--- config.mk ---
export PLATFORM = sky130hd
export DESIGN_NAME = acc_bank
export DESIGN_NICKNAME = d
export VERILOG_FILES = /design/src/rtl/acc_pkg.sv /design/src/rtl/acc_dump_buf.sv /design/src/rtl/acc_bank.sv
export SDC_FILE = /design/constraint.sdc
export NUM_CORES = 1
export LEC_CHECK = 0
export CAP_MARGIN = 40
export CORE_AREA = 3 3 67 69
export CTS_CLUSTER_DIAMETER = 30
export DETAILED_ROUTE_END_ITERATION = 10
export DIE_AREA = 0 0 70 72
export PLACE_DENSITY = 0.86
export SLEW_MARGIN = 5
export SYNTH_ARGS = -nofsm -noshare
export SYNTH_HDL_FRONTEND = slang
export SYNTH_SLANG_ARGS = --single-unit
--- constraint.sdc ---
create_clock -name clk -period 4.3 [get_ports clk]
set_input_delay 0.43 -clock clk [delete_from_list [all_inputs] [get_ports clk]]
set_output_delay 0.43 -clock clk [all_outputs]
set_load 0.03 [all_outputs]
--- src/rtl/acc_pkg.sv ---
// Shared encodings for the accumulator bank: load source select and dump buffer state.
package acc_pkg;

  localparam logic [1:0] SRC_IMM = 2'b00;
  localparam logic [1:0] SRC_REG = 2'b01;
  localparam logic [1:0] SRC_ALU = 2'b10;
  localparam logic [1:0] SRC_CLR = 2'b11;

  typedef enum logic {
    DUMP_EMPTY = 1'b0,
    DUMP_FULL  = 1'b1
  } dump_state_e;

endpackage

--- src/rtl/acc_dump_buf.sv ---
// One-entry valid/ready buffer carrying accumulator dumps to the register path.
module acc_dump_buf
  import acc_pkg::*;
#(
  parameter int WIDTH = 8
) (
  input  logic             clk,
  input  logic             reset,
  input  logic             req,
  input  logic             ready,
  input  logic [WIDTH-1:0] din,
  output logic             ack,
  output logic             valid,
  output logic [WIDTH-1:0] dout
);

  dump_state_e state, state_nxt;

  always_ff @(posedge clk) begin
    if (reset) begin
      state <= DUMP_EMPTY;
      dout  <= '0;
    end else begin
      state <= state_nxt;
      if (ack) dout <= din;
    end
  end

  // A full entry can be refilled in the same cycle it drains, giving one dump per cycle.
  always_comb begin
    state_nxt = state;
    ack       = req & ((state == DUMP_EMPTY) | ready);
    case (state)
      DUMP_EMPTY: if (ack) state_nxt = DUMP_FULL;
      DUMP_FULL:  if (!ack && ready) state_nxt = DUMP_EMPTY;
      default:    state_nxt = DUMP_EMPTY;
    endcase
  end

  assign valid = (state == DUMP_FULL);

endmodule

--- src/rtl/acc_bank.sv ---
// Bank of NUM_ACC accumulators: one write port, a combinational ALU read port,
// and a buffered dump port toward the register file.
module acc_bank
  import acc_pkg::*;
#(
  parameter int WIDTH   = 8,
  parameter int NUM_ACC = 4,
  parameter int SEL_W   = 2
) (
  input  logic             clk,
  input  logic             reset,
  input  logic             load_en,
  input  logic [SEL_W-1:0] load_sel,
  input  logic [1:0]       src_sel,
  input  logic [WIDTH-1:0] in_imm,
  input  logic [WIDTH-1:0] in_reg,
  input  logic [WIDTH-1:0] in_alu,
  input  logic [SEL_W-1:0] alu_sel,
  output logic [WIDTH-1:0] out_alu,
  output logic             flag_zero,
  output logic             flag_neg,
  input  logic             dump_req,
  input  logic [SEL_W-1:0] dump_sel,
  output logic             dump_ack,
  output logic             dump_valid,
  input  logic             dump_ready,
  output logic [WIDTH-1:0] dump_data
);

  logic [NUM_ACC-1:0][WIDTH-1:0] acc;
  logic [WIDTH-1:0]              wr_val;
  logic [WIDTH-1:0]              dump_src;

  always_comb begin
    wr_val = '0;
    case (src_sel)
      SRC_IMM: wr_val = in_imm;
      SRC_REG: wr_val = in_reg;
      SRC_ALU: wr_val = in_alu;
      SRC_CLR: wr_val = '0;
      default: wr_val = '0;
    endcase
  end

  // Indices past NUM_ACC match no entry, so such writes fall away.
  always_ff @(posedge clk) begin
    if (reset) begin
      acc <= '0;
    end else if (load_en) begin
      for (int i = 0; i < NUM_ACC; i++)
        if (load_sel == SEL_W'(i)) acc[i] <= wr_val;
    end
  end

  // Out-of-range selects read as zero on both read ports.
  always_comb begin
    out_alu  = '0;
    dump_src = '0;
    for (int i = 0; i < NUM_ACC; i++) begin
      if (alu_sel == SEL_W'(i))  out_alu  = acc[i];
      if (dump_sel == SEL_W'(i)) dump_src = acc[i];
    end
  end

  assign flag_zero = (out_alu == '0);
  assign flag_neg  = out_alu[WIDTH-1];

  acc_dump_buf #(.WIDTH(WIDTH)) u_dump (
    .clk   (clk),
    .reset (reset),
    .req   (dump_req),
    .ready (dump_ready),
    .din   (dump_src),
    .ack   (dump_ack),
    .valid (dump_valid),
    .dout  (dump_data)
  );

endmodule

== After elaboration in Yosys (flattened, before gate mapping) ==
Index checks and enable logic that the tools add are counted.
W data, S select, Z words.

* Word-level logic and storage cells: 44
* Output and inout bits: 20
* Bits of input ports: 37
* Bits in registers: 41

* Bitwise gates (word level): 3
* Reduce and logical (&&, ||, !) cells: 11
* Multiplexer cells: 12
* Equality and inequality tests: 12

{| class="wikitable"
|+ Operator list
! operator !! number
|-
| $mux W8 || 8
|-
| $pmux W8 S4 || 1
|-
| $eq A2 B2 Y1 const B || 8
|-
| $eq A2 B1 Y1 const B || 4
|-
| $logic_not A2 Y1 || 4
|-
| $logic_not A8 Y1 || 1
|-
| $reduce_and A2 Y1 || 4
|-
| $mux W1 || 2
|-
| $pmux W1 S2 || 1
|-
| $and A1 B1 Y1 || 1
|-
| $logic_and A1 B1 Y1 || 1
|-
| $logic_not A1 Y1 || 1
|-
| $not A1 Y1 || 1
|-
| $or A1 B1 Y1 || 1
|}

== Depth between registers and ports, before layout ==
Gate-level depths: netlist of run 1.

* Word-level depth: 7
* Depth in mapped cells: 5

== Modules after synthesis ==
From an unflattened synthesis of run 1, not the netlist that was laid out.

* Cell total of the unflattened synthesis: 193
* Area total of the unflattened synthesis: 2059.5 um^2

{| class="wikitable"
|+ By module, submodules not included
! module !! area an instance (um^2) !! instances !! cells each
|-
| acc_bank || 1659.1 || 1 || 154
|-
| acc_dump_buf || 400.4 || 1 || 39
|}

== Worst setup path before layout of run 1 ==
Ideal clock, no wire load.

* Path kind: in2out
* Start: in alu_sel[0]
* End: out flag_zero
* Cell stages on the path: 4
* Data arrival time: 2.210 ns
* Buffers on the path: 1
* Slack: 1.660 ns
* Cell sequence: buf_6 mux4_1 or4_1 nor2_1

* Cells in the longest elaborated chain, start to end: 6
* Elaborated cells on any way between the ends: 9
* Those cells by class: 3 x eq/ne; 4 x mux; 2 x reduce/logical

{| class="wikitable"
|+ RTL lines
! item !! RTL line !! RTL
|-
| start: declaration || acc_bank.sv:18 || <nowiki>input logic [SEL_W-1:0] alu_sel,</nowiki>
|-
| $logic_not A2 Y1 || acc_bank.sv:60 || <nowiki>if (alu_sel == SEL_W'(i)) out_alu = acc[i];</nowiki>
|-
| $mux W8 (3 in a row) || acc_bank.sv:60 ||
|-
| $mux W8 * || acc_bank.sv:60 ||
|-
| via out_alu[4] || acc_bank.sv:19 || <nowiki>output logic [WIDTH-1:0] out_alu,</nowiki>
|-
| $logic_not A8 Y1 * || acc_bank.sv:65 || <nowiki>assign flag_zero = (out_alu == '0);</nowiki>
|-
| end: declaration || acc_bank.sv:20 || <nowiki>output logic flag_zero,</nowiki>
|}

Mark *: on every way through the listed nets, which the timed path passes. The rest lies on a longest branch.

== Final worst setup path of run 1 ==
* Start: in alu_sel[0]
* End: out flag_zero

* Cells in the longest elaborated chain, start to end: 6
* Elaborated cells on any way between the ends: 9
* Those cells by class: 3 x eq/ne; 4 x mux; 2 x reduce/logical

{| class="wikitable"
|+ RTL lines
! item !! RTL line
|-
| $logic_not A2 Y1 || acc_bank.sv:60
|-
| $mux W8 (3 in a row) || acc_bank.sv:60
|-
| $mux W8 * || acc_bank.sv:60
|-
| $logic_not A8 Y1 * || acc_bank.sv:65
|}

Every way passes the cells marked *; elsewhere a longest branch is shown, timed or not.

==> results of run 1 <==
worst max-delay path by stage:
stage / end / slack [ns] / cells after the start
5_1_grt: flag_zero / 0.63 / 5
2_1_floorplan: flag_zero / 1.66 / 4
3_3_place_gp: flag_zero / 0.81 / 5
4_1_cts: flag_zero / 0.72 / 5
3_5_place_dp: flag_zero / 0.75 / 5
6_report: flag_zero / 0.76 / 5
registers in the layout (all words and copies together) (netlist names):
register,count
acc,32
u_dump.dout,8
u_dump.valid,1
cell families after synthesis:
group / after synthesis / synth area share [%]
compound gates: 57 / 19.65
buf+inv: 23 / 5.285
flops: 41 / 40.80
mux: 24 / 22.45
simple gates: 51 / 11.82
report_power, final:
| part | total, uW | internal, uW | switching, uW | leakage [uW] |
|---|---|---|---|---|
| Combinational | 179 | 93.3 | 86.1 | 0.000544 |
| Clock | 250 | 127 | 123 | 0.0000443 |
| Sequential | 411 | 398 | 12.7 | 0.000335 |
layout make-up:
| type | instances | share of cell area (%) |
|---|---|---|
| Clock buffer | 7 | 3.278 |
| Inverter | 1 | 0.1425 |
| Multi-Input combinational cell | 132 | 41.19 |
| Sequential cell | 41 | 31.16 |
| Tap cell | 50 | 2.375 |
| Timing Repair Buffer | 58 | 21.85 |
worst max-delay path, cell delays in order:
cell	delay (ns)
clkdlybuf4s50_1	0.78
mux4_1	0.63
or4_1	0.49
nor2_1	0.10
clkdlybuf4s50_1	0.67
cells in the mapped netlist (all sizes together), types with 4 or more instances:
library cell,n
buf,4
nor2,34
a211oi,32
clkbuf,18
o21ai,8
a2bb2oi,8
dfxtp,41
mux2i,8
mux4,16
a21oi,9
nand3,8
layer usage:
layer	share of wire (%)	vias to the layer above
met1	44	777
li1	-	831
met5	0	-
met2	47	75
met4	2.0	0
met3	7.1	7
through the flow:
step           worst slack, ns  instances  power (uW)
3_5_place_dp            0.7521        282       599.5
4_1_cts                 0.7222        289       848.2
6_report                0.7561        289       840.5
5_1_grt                 0.6304        289       878.1
3_3_place_gp            0.8127        281       594.6
2_1_floorplan            1.660        196       529.1
cell usage in the layout, fill, tap and decap left out, drive strengths merged:
master and n:
a2bb2oi 8, nand3 8, clkbuf 7, and3 1
dfxtp 41, nor2 34, nand2b 1, nor3b 1
and3b 2, mux2i 8, a211oi 32, a21oi 9
clkdlybuf4s50 56, nor2b 2, mux4 16, buf 2
or4 2, o21ai 8, inv 1
==> flow_summary.json, run 1 <==
{
  "numCtsBuffers": 5,
  "hold_depth": 2,
  "final.setup.tns_ns": 0,
  "drc": 0,
  "yosys.area.top_type": "dfxtp_1",
  "place_area_sq_mm": 0.002547,
  "cts_max_level": 2,
  "syn_to_final_growth_pct": 30.91,
  "wirelength_mm": 4.406,
  "multi_input_area_sq_mm": 0.001085,
  "hold_path_startpoint": "u_dump.dout[5]",
  "antenna_found_initial": 0,
  "nets": 276,
  "fillCellCount": 326,
  "syn_nets": 233,
  "grt_overflow": 0,
  "synth-edff-count": 0,
  "ys.flop_type": "dfxtp_1",
  "crit_fanout": 8,
  "portBuffers": 56,
  "clk_latency_ns": 0.29,
  "grt_use_met2_pct": 31.48,
  "slew_viol_final": 0,
  "reg2reg_setup_slack_ns": 3.16,
  "hold_violations": 0,
  "synthArstFlopShare_pct": 0,
  "grt_use_met3_pct": 4.155,
  "grt.busiest_layer": "met2",
  "drive_gt1_share_pct": 9.205,
  "cts_resized": 0,
  "required_ns": 3.87,
  "ys_warn_count": 0,
  "start_util_pct": 50.66,
  "grt_pass1_vias": 1661,
  "p_per_area_mw_per_mm2": 319.1,
  "viasPerCell": 5.848,
  "dp_hpwl_mm": 3.401,
  "rsz0062_at_grt": "no",
  "skew_ns": 0.005436,
  "start_kind": "input port",
  "path_clk_slew_ns": 0.07,
  "fmax_mhz": 282.2,
  "ctsHoldBuffers": 0,
  "hold_path.class": "reg2reg",
  "r2r-start": "u_dump.valid",
  "grt_max_degree": 42,
  "clock_sinks": 41,
  "die_area_sq_mm": 0.005040,
  "critical_path_class": "in2out",
  "r2r-end": "u_dump.dout[7]",
  "peakVddDrop_mv": 0.1714,
  "wire_per_inst_um": 15.25,
  "power_leakage_uw": 0.0009231,
  "syn_avg_cell_area_sq_um": 10.26,
  "period_minus_slack_ns": 3.544,
  "worst_pin_slew_ns": 0.5993,
  "status": "finished, final reports clean",
  "arrival_ns": 3.11,
  "rows": 23,
  "relSlewSlack_pct": 60.05,
  "syn_inst": 196,
  "num_io_pins": 57,
  "max_cap_viol_count": 0,
  "syn_area_sq_mm": 0.002012,
  "root_buffer": "clkbuf_8",
  "gp_congestion": 0.8469,
  "core-area_sq_mm": 0.003971,
  "cts_tree": "built",
  "dr_total_vias": 1690,
  "min_to": "u_dump.dout[5]",
  "drtIter0Drc": 76,
  "postCtsSetupRepairBufs": 0,
  "ys_seq_elements": 41,
  "fin_crit_sh_pct": 82.42,
  "rr_worst_depth": 3,
  "die_height_um": 72,
  "fin_util_pct": 66.32,
  "drtAntennaViolNets": 0,
  "synth-seq-area-share_pct": 40.80,
  "hold_slack_ns": 0.4819,
  "grtUsageMet1_pct": 22.31,
  "cp-startpoint": "alu_sel[0]",
  "antenna_cells": 0,
  "setup_viol": 0,
  "crit_path_end_kind": "primary output",
  "track_usage_pct": 18.46,
  "die_w_um": 70,
  "grt_first_pass_wirelength_mm": 7.458,
  "synth.distinct_cells": 21,
  "regArea_sq_um": 820.8,
  "yosysTopAreaCellShare_pct": 40.80,
  "synthTopCellsByArea": "dfxtp_1, mux4_2, a211oi_1",
  "final_area_sq_mm": 0.002634,
  "dr.pass1.iters": 4,
  "clk_path_buf_depth": 2
}
Power figures use the tool's default switching activity.
==> run 2, diff against run 1 <==
- CORE_AREA: 3 3 67 69 -> 3 3 73 75
- DIE_AREA: 0 0 70 72 -> 0 0 76 78
- PLACE_DENSITY: 0.86 -> 0.77
- clock period: 4.3 -> 2.9 ns (I/O delays scaled with it)
==> flow_summary.json, run 2 (same netlist as run 1, synthesis figures left out) <==
{
  "fmax_mhz": 378.0,
  "relSlewSlack_pct": 58.32,
  "rows": 25,
  "dr.pass1.iters": 4,
  "r2r-start": "u_dump.valid",
  "period_minus_slack_ns": 2.645,
  "dr_total_vias": 1691,
  "power_uw": 1246,
  "cts_max_level": 2,
  "grt_first_pass_wirelength_mm": 7.693,
  "hold_path_startpoint": "u_dump.dout[7]",
  "syn_to_final_growth_pct": 32.59,
  "wirelength_mm": 4.548,
  "cp-startpoint": "alu_sel[0]",
  "slowest_delay_ns": 0.59,
  "crit_path_end_kind": "primary output",
  "max_cap_viol_count": 0,
  "peakVddDrop_mv": 0.1830,
  "nets": 278,
  "start_util_pct": 42.60,
  "drtIter0Drc": 101,
  "die_area_sq_mm": 0.005928,
  "clock_sinks": 41,
  "fin_cells": 308,
  "antenna_found_initial": 0,
  "postCtsSetupRepairBufs": 0,
  "drc": 0,
  "grt_max_degree": 42,
  "arrival_ns": 2.36,
  "gp_congestion": 0.8069,
  "dp_hpwl_mm": 3.423,
  "wire_per_inst_um": 14.77,
  "track_usage_pct": 15.97,
  "placed_cells": 301,
  "slew_viol_final": 0,
  "status": "finished, final reports clean",
  "worst_pin_slew_ns": 0.6253,
  "critical_path_class": "in2out",
  "root_buffer": "clkbuf_8",
  "die_height_um": 78,
  "portBuffers": 56,
  "final_common_cell": "clkdlybuf4s50_1",
  "cts_tree": "built",
  "path_clk_slew_ns": 0.07,
  "path_common_cell": "buf_4",
  "crit_fanout": 8,
  "clk_latency_ns": 0.29,
  "start_kind": "input port",
  "p_per_area_mw_per_mm2": 466.9,
  "largest_register_ffs": 32,
  "final.setup.tns_ns": 0,
  "cts_resized": 0,
  "required_ns": 2.61,
  "core-area_sq_mm": 0.004723,
  "hold_violations": 0,
  "cp_cell_sequence": "clkdlybuf4s50_1 > buf_4 > mux4_1 > or4_1 > nor2_1 > buf_4",
  "grt_overflow": 0,
  "drtAntennaViolNets": 0,
  "numCtsBuffers": 5,
  "antenna_cells": 0,
  "die_w_um": 76,
  "largest-register": "acc",
  "grt_pass1_vias": 1588,
  "viasPerCell": 5.490,
  "clk_path_buf_depth": 2,
  "skew_ns": 0.005779,
  "power_leakage_uw": 0.0009337,
  "fin_crit_sh_pct": 91.21,
  "setup_viol": 0,
  "hold_path.class": "reg2reg",
  "ctsHoldBuffers": 0,
  "num_io_pins": 57,
  "slowest_stage": "mux4_1",
  "drive_gt1_share_pct": 10.37,
  "layout_common_cells": "clkdlybuf4s50_1, dfxtp_1, nor2_1",
  "rsz0062_at_grt": "no"
}
-- run 2: report_power, final --
part,internal (uW),total [uW],switching [uW]
Clock,189,367,179
Combinational,138,269,131
Sequential,590,609,18.9
Total,917,1250,328
-- run 2: worst paths after layout --
path / slack (ns) / depth (start not counted) / to
worst max register to register: 1.79 / 3 / u_dump.dout[0]
worst max-delay path: 0.25 / 6 / flag_zero
worst min-delay path: 0.48 / 2 / u_dump.dout[7]
worst min register to register: 0.48 / 2 / u_dump.dout[7]
-- run 2: per-layer routing --
| layer | share of wire (%) | GRT usage, % | up-vias | wire length (um) |
|---|---|---|---|---|
| met5 | 0 | 0 | - | 0 |
| met4 | 0.51 | 3.804 | 0 | 23 |
| met3 | 7.8 | 4.756 | 3 | 353 |
| met2 | 48 | 25.98 | 71 | 2173 |
| met1 | 44 | 20.99 | 781 | 1998 |
| li1 | - | - | 836 | - |
-- run 2: per-stage QoR --
step           util (%)  setup WS (ns)  area (sq um)  hold WS (ns)
2_1_floorplan         -         0.5397          2012        0.4831
3_3_place_gp      54.65         0.2606          2581        0.4643
3_5_place_dp      54.65         0.2538          2581        0.4696
4_1_cts           56.48         0.2535          2668        0.4799
5_1_grt           56.48         0.1819          2668        0.4965
6_report          56.48         0.2548          2668        0.4773
-- run 2: worst max-delay path: cells and delay by family --
family	cells	cell delay, ns
multiplexers	1	0.59
buffers and inverters	3	0.83
AND/OR/NAND/NOR	2	0.63
-- run 2: final cells by class --
| class | instances | area, sq um |
|---|---|---|
| clock buffer | 7 | 86.33 |
| fill | 439 | 2056 |
| inverter | 1 | 3.754 |
| multi-input combinational | 132 | 1085 |
| sequential | 41 | 820.8 |
| tap | 67 | 83.83 |
| timing repair buffer | 60 | 588.1 |
==> run 3, diff against run 2 <==
- CORE_AREA: 3 3 73 75 -> 10 10 77 79
- DIE_AREA: 0 0 76 78 -> 0 0 87 89
- PLACE_DENSITY: 0.77 -> 0.81
- SYNTH_HIERARCHICAL: default -> 1
- clock period: 2.9 -> 2.8 ns (I/O delays scaled with it)
==> flow_summary.json, run 3 <==
{
  "status": "finished, final reports clean",
  "p_per_area_mw_per_mm2": 501.8,
  "ys.flop_type": "dfxtp_1",
  "required_ns": 2.52,
  "drive_gt1_share_pct": 12.86,
  "power_uw": 1373,
  "period_minus_slack_ns": 2.568,
  "numCtsBuffers": 5,
  "grt.busiest_layer": "met2",
  "start_kind": "input port",
  "crit_fanout": 8,
  "postCtsSetupRepairBufs": 0,
  "path_clk_slew_ns": 0.08,
  "clk_latency_ns": 0.29,
  "hold_slack_ns": 0.4788,
  "synthTopCellsByCount": "dfxtp_1, nor2_1, a211oi_1",
  "grt_overflow": 0,
  "die_w_um": 87,
  "synth.distinct_cells": 19,
  "rows": 25,
  "clock_sinks": 41,
  "arrival_ns": 2.29,
  "drtIter0Drc": 112,
  "relSlewSlack_pct": 63.47,
  "track_usage_pct": 12.87,
  "peakVddDrop_mv": 0.2731,
  "layout_common_cells": "clkdlybuf4s50_1, dfxtp_1, nor2_1",
  "hold_violations": 0,
  "ys_seq_elements": 41,
  "syn_to_final_growth_pct": 32.87,
  "cts_tree": "built",
  "synth-edff-count": 0,
  "drc": 0,
  "fmax_mhz": 389.4,
  "dp_hpwl_mm": 3.788,
  "grt_use_met3_pct": 5.014,
  "synthTopCellsByArea": "dfxtp_1, mux4_2, a211oi_1",
  "rsz0062_at_grt": "no",
  "grt_pass1_vias": 1701,
  "power_leakage_uw": 0.0009761,
  "synth_most_common_cell": "dfxtp_1",
  "fillCellCount": 385,
  "skew_ns": 0.004054,
  "gp_congestion": 0.7912,
  "syn_nets": 230,
  "crit_path_end_kind": "primary output",
  "drtAntennaViolNets": 0,
  "viasPerCell": 5.603,
  "slowest_stage": "mux4_2",
  "ys_warn_count": 6,
  "syn_avg_cell_area_sq_um": 10.67,
  "final.setup.tns_ns": 0,
  "yosysTopAreaCellShare_pct": 39.85,
  "grtUsageMet1_pct": 14.77,
  "grt_use_met2_pct": 21.25,
  "synthArstFlopShare_pct": 0,
  "portBuffers": 56,
  "syn_area_sq_mm": 0.002059,
  "worst_pin_slew_ns": 0.5479,
  "start_util_pct": 45.41,
  "antenna_cells": 0,
  "die_area_sq_mm": 0.007743,
  "fin_crit_sh_pct": 91.71,
  "cp_cell_sequence": "clkdlybuf4s50_1 > buf_12 > mux4_2 > or4_1 > nor2_1 > buf_4",
  "nets": 278,
  "largest-register": "acc",
  "yosys.area.top_type": "dfxtp_1",
  "die_height_um": 89,
  "root_buffer": "clkbuf_8",
  "regArea_sq_um": 820.8,
  "wirelength_mm": 4.852,
  "syn_inst": 193,
  "antenna_found_initial": 0,
  "wire_per_inst_um": 16.45,
  "dr_total_vias": 1653,
  "critical_path_class": "in2out",
  "dr.pass1.iters": 4,
  "grt_first_pass_wirelength_mm": 8.066,
  "core-area_sq_mm": 0.004536,
  "final_common_cell": "clkdlybuf4s50_1",
  "num_io_pins": 57,
  "largest_register_ffs": 32,
  "synth-seq-area-share_pct": 39.85,
  "hold_path.class": "reg2reg",
  "cts_max_level": 2,
  "cts_resized": 0,
  "ctsHoldBuffers": 0,
  "slowest_delay_ns": 0.53,
  "clk_path_buf_depth": 2,
  "max_cap_viol_count": 0,
  "slew_viol_final": 0,
  "grt_max_degree": 50,
  "multi_input_area_sq_mm": 0.001132,
  "setup_viol": 0
}
run 3: final timing paths:
path                                startpoint        endpoint  slack [ns]  depth (start not counted)
worst max-delay path                alu_sel[0]       flag_zero        0.23                          6
worst max register to register         acc[29]  u_dump/dout[5]        1.73                          3
worst min register to register  u_dump/dout[0]  u_dump/dout[0]        0.48                          2
worst min-delay path            u_dump/dout[0]  u_dump/dout[0]        0.48                          2
run 3: power breakdown:
group          internal (uW)  switching [uW]  leakage, uW
combinational            152             134     0.000587
clock                    259             195    0.0000540
sequential               611            21.3     0.000335
run 3: cells by family (layout without fill, tap and decap cells):
group / after synthesis / in the layout / synth area share, %
and+or+nand+nor: 57 / 57 / 13.85
AOI/OAI and AO/OA: 42 / 42 / 15.86
DFF: 41 / 41 / 39.85
muxes: 32 / 32 / 25.27
buffers and inverters: 21 / 69 / 5.163
run 3: routing by layer:
| metal | part of all wire, % | vias up |
|---|---|---|
| met3 | 9.0 | 5 |
| met5 | 0 | - |
| met4 | 1.3 | 0 |
| met1 | 43 | 764 |
| li1 | - | 820 |
| met2 | 47 | 64 |
run 3: stage by stage:
stage	worst slack (ns)	area [sq um]	utilization, %	instances
floorplan	0.5175	2059	-	193
global placement	0.2122	2633	58.04	288
detailed placement	0.2068	2633	58.04	288
CTS	0.2276	2736	60.33	295
global route	0.1873	2736	60.33	295
finish	0.2320	2736	60.33	295
run 3: critical path: cells and delay by family:
family	cells	cell delay, ns
buffers and inverters	3	0.82
muxes	1	0.53
and+or+nand+nor	2	0.65
run 3: final cells by class:
type | count | share of cell area, %
Inverter | 1 | 0.1372
Sequential cell | 41 | 30.00
Multi-Input combinational cell | 131 | 41.38
Timing Repair Buffer | 61 | 22.22
Tap cell | 54 | 2.469
Clock buffer | 5 | 2.515
Clock inverter | 2 | 1.280
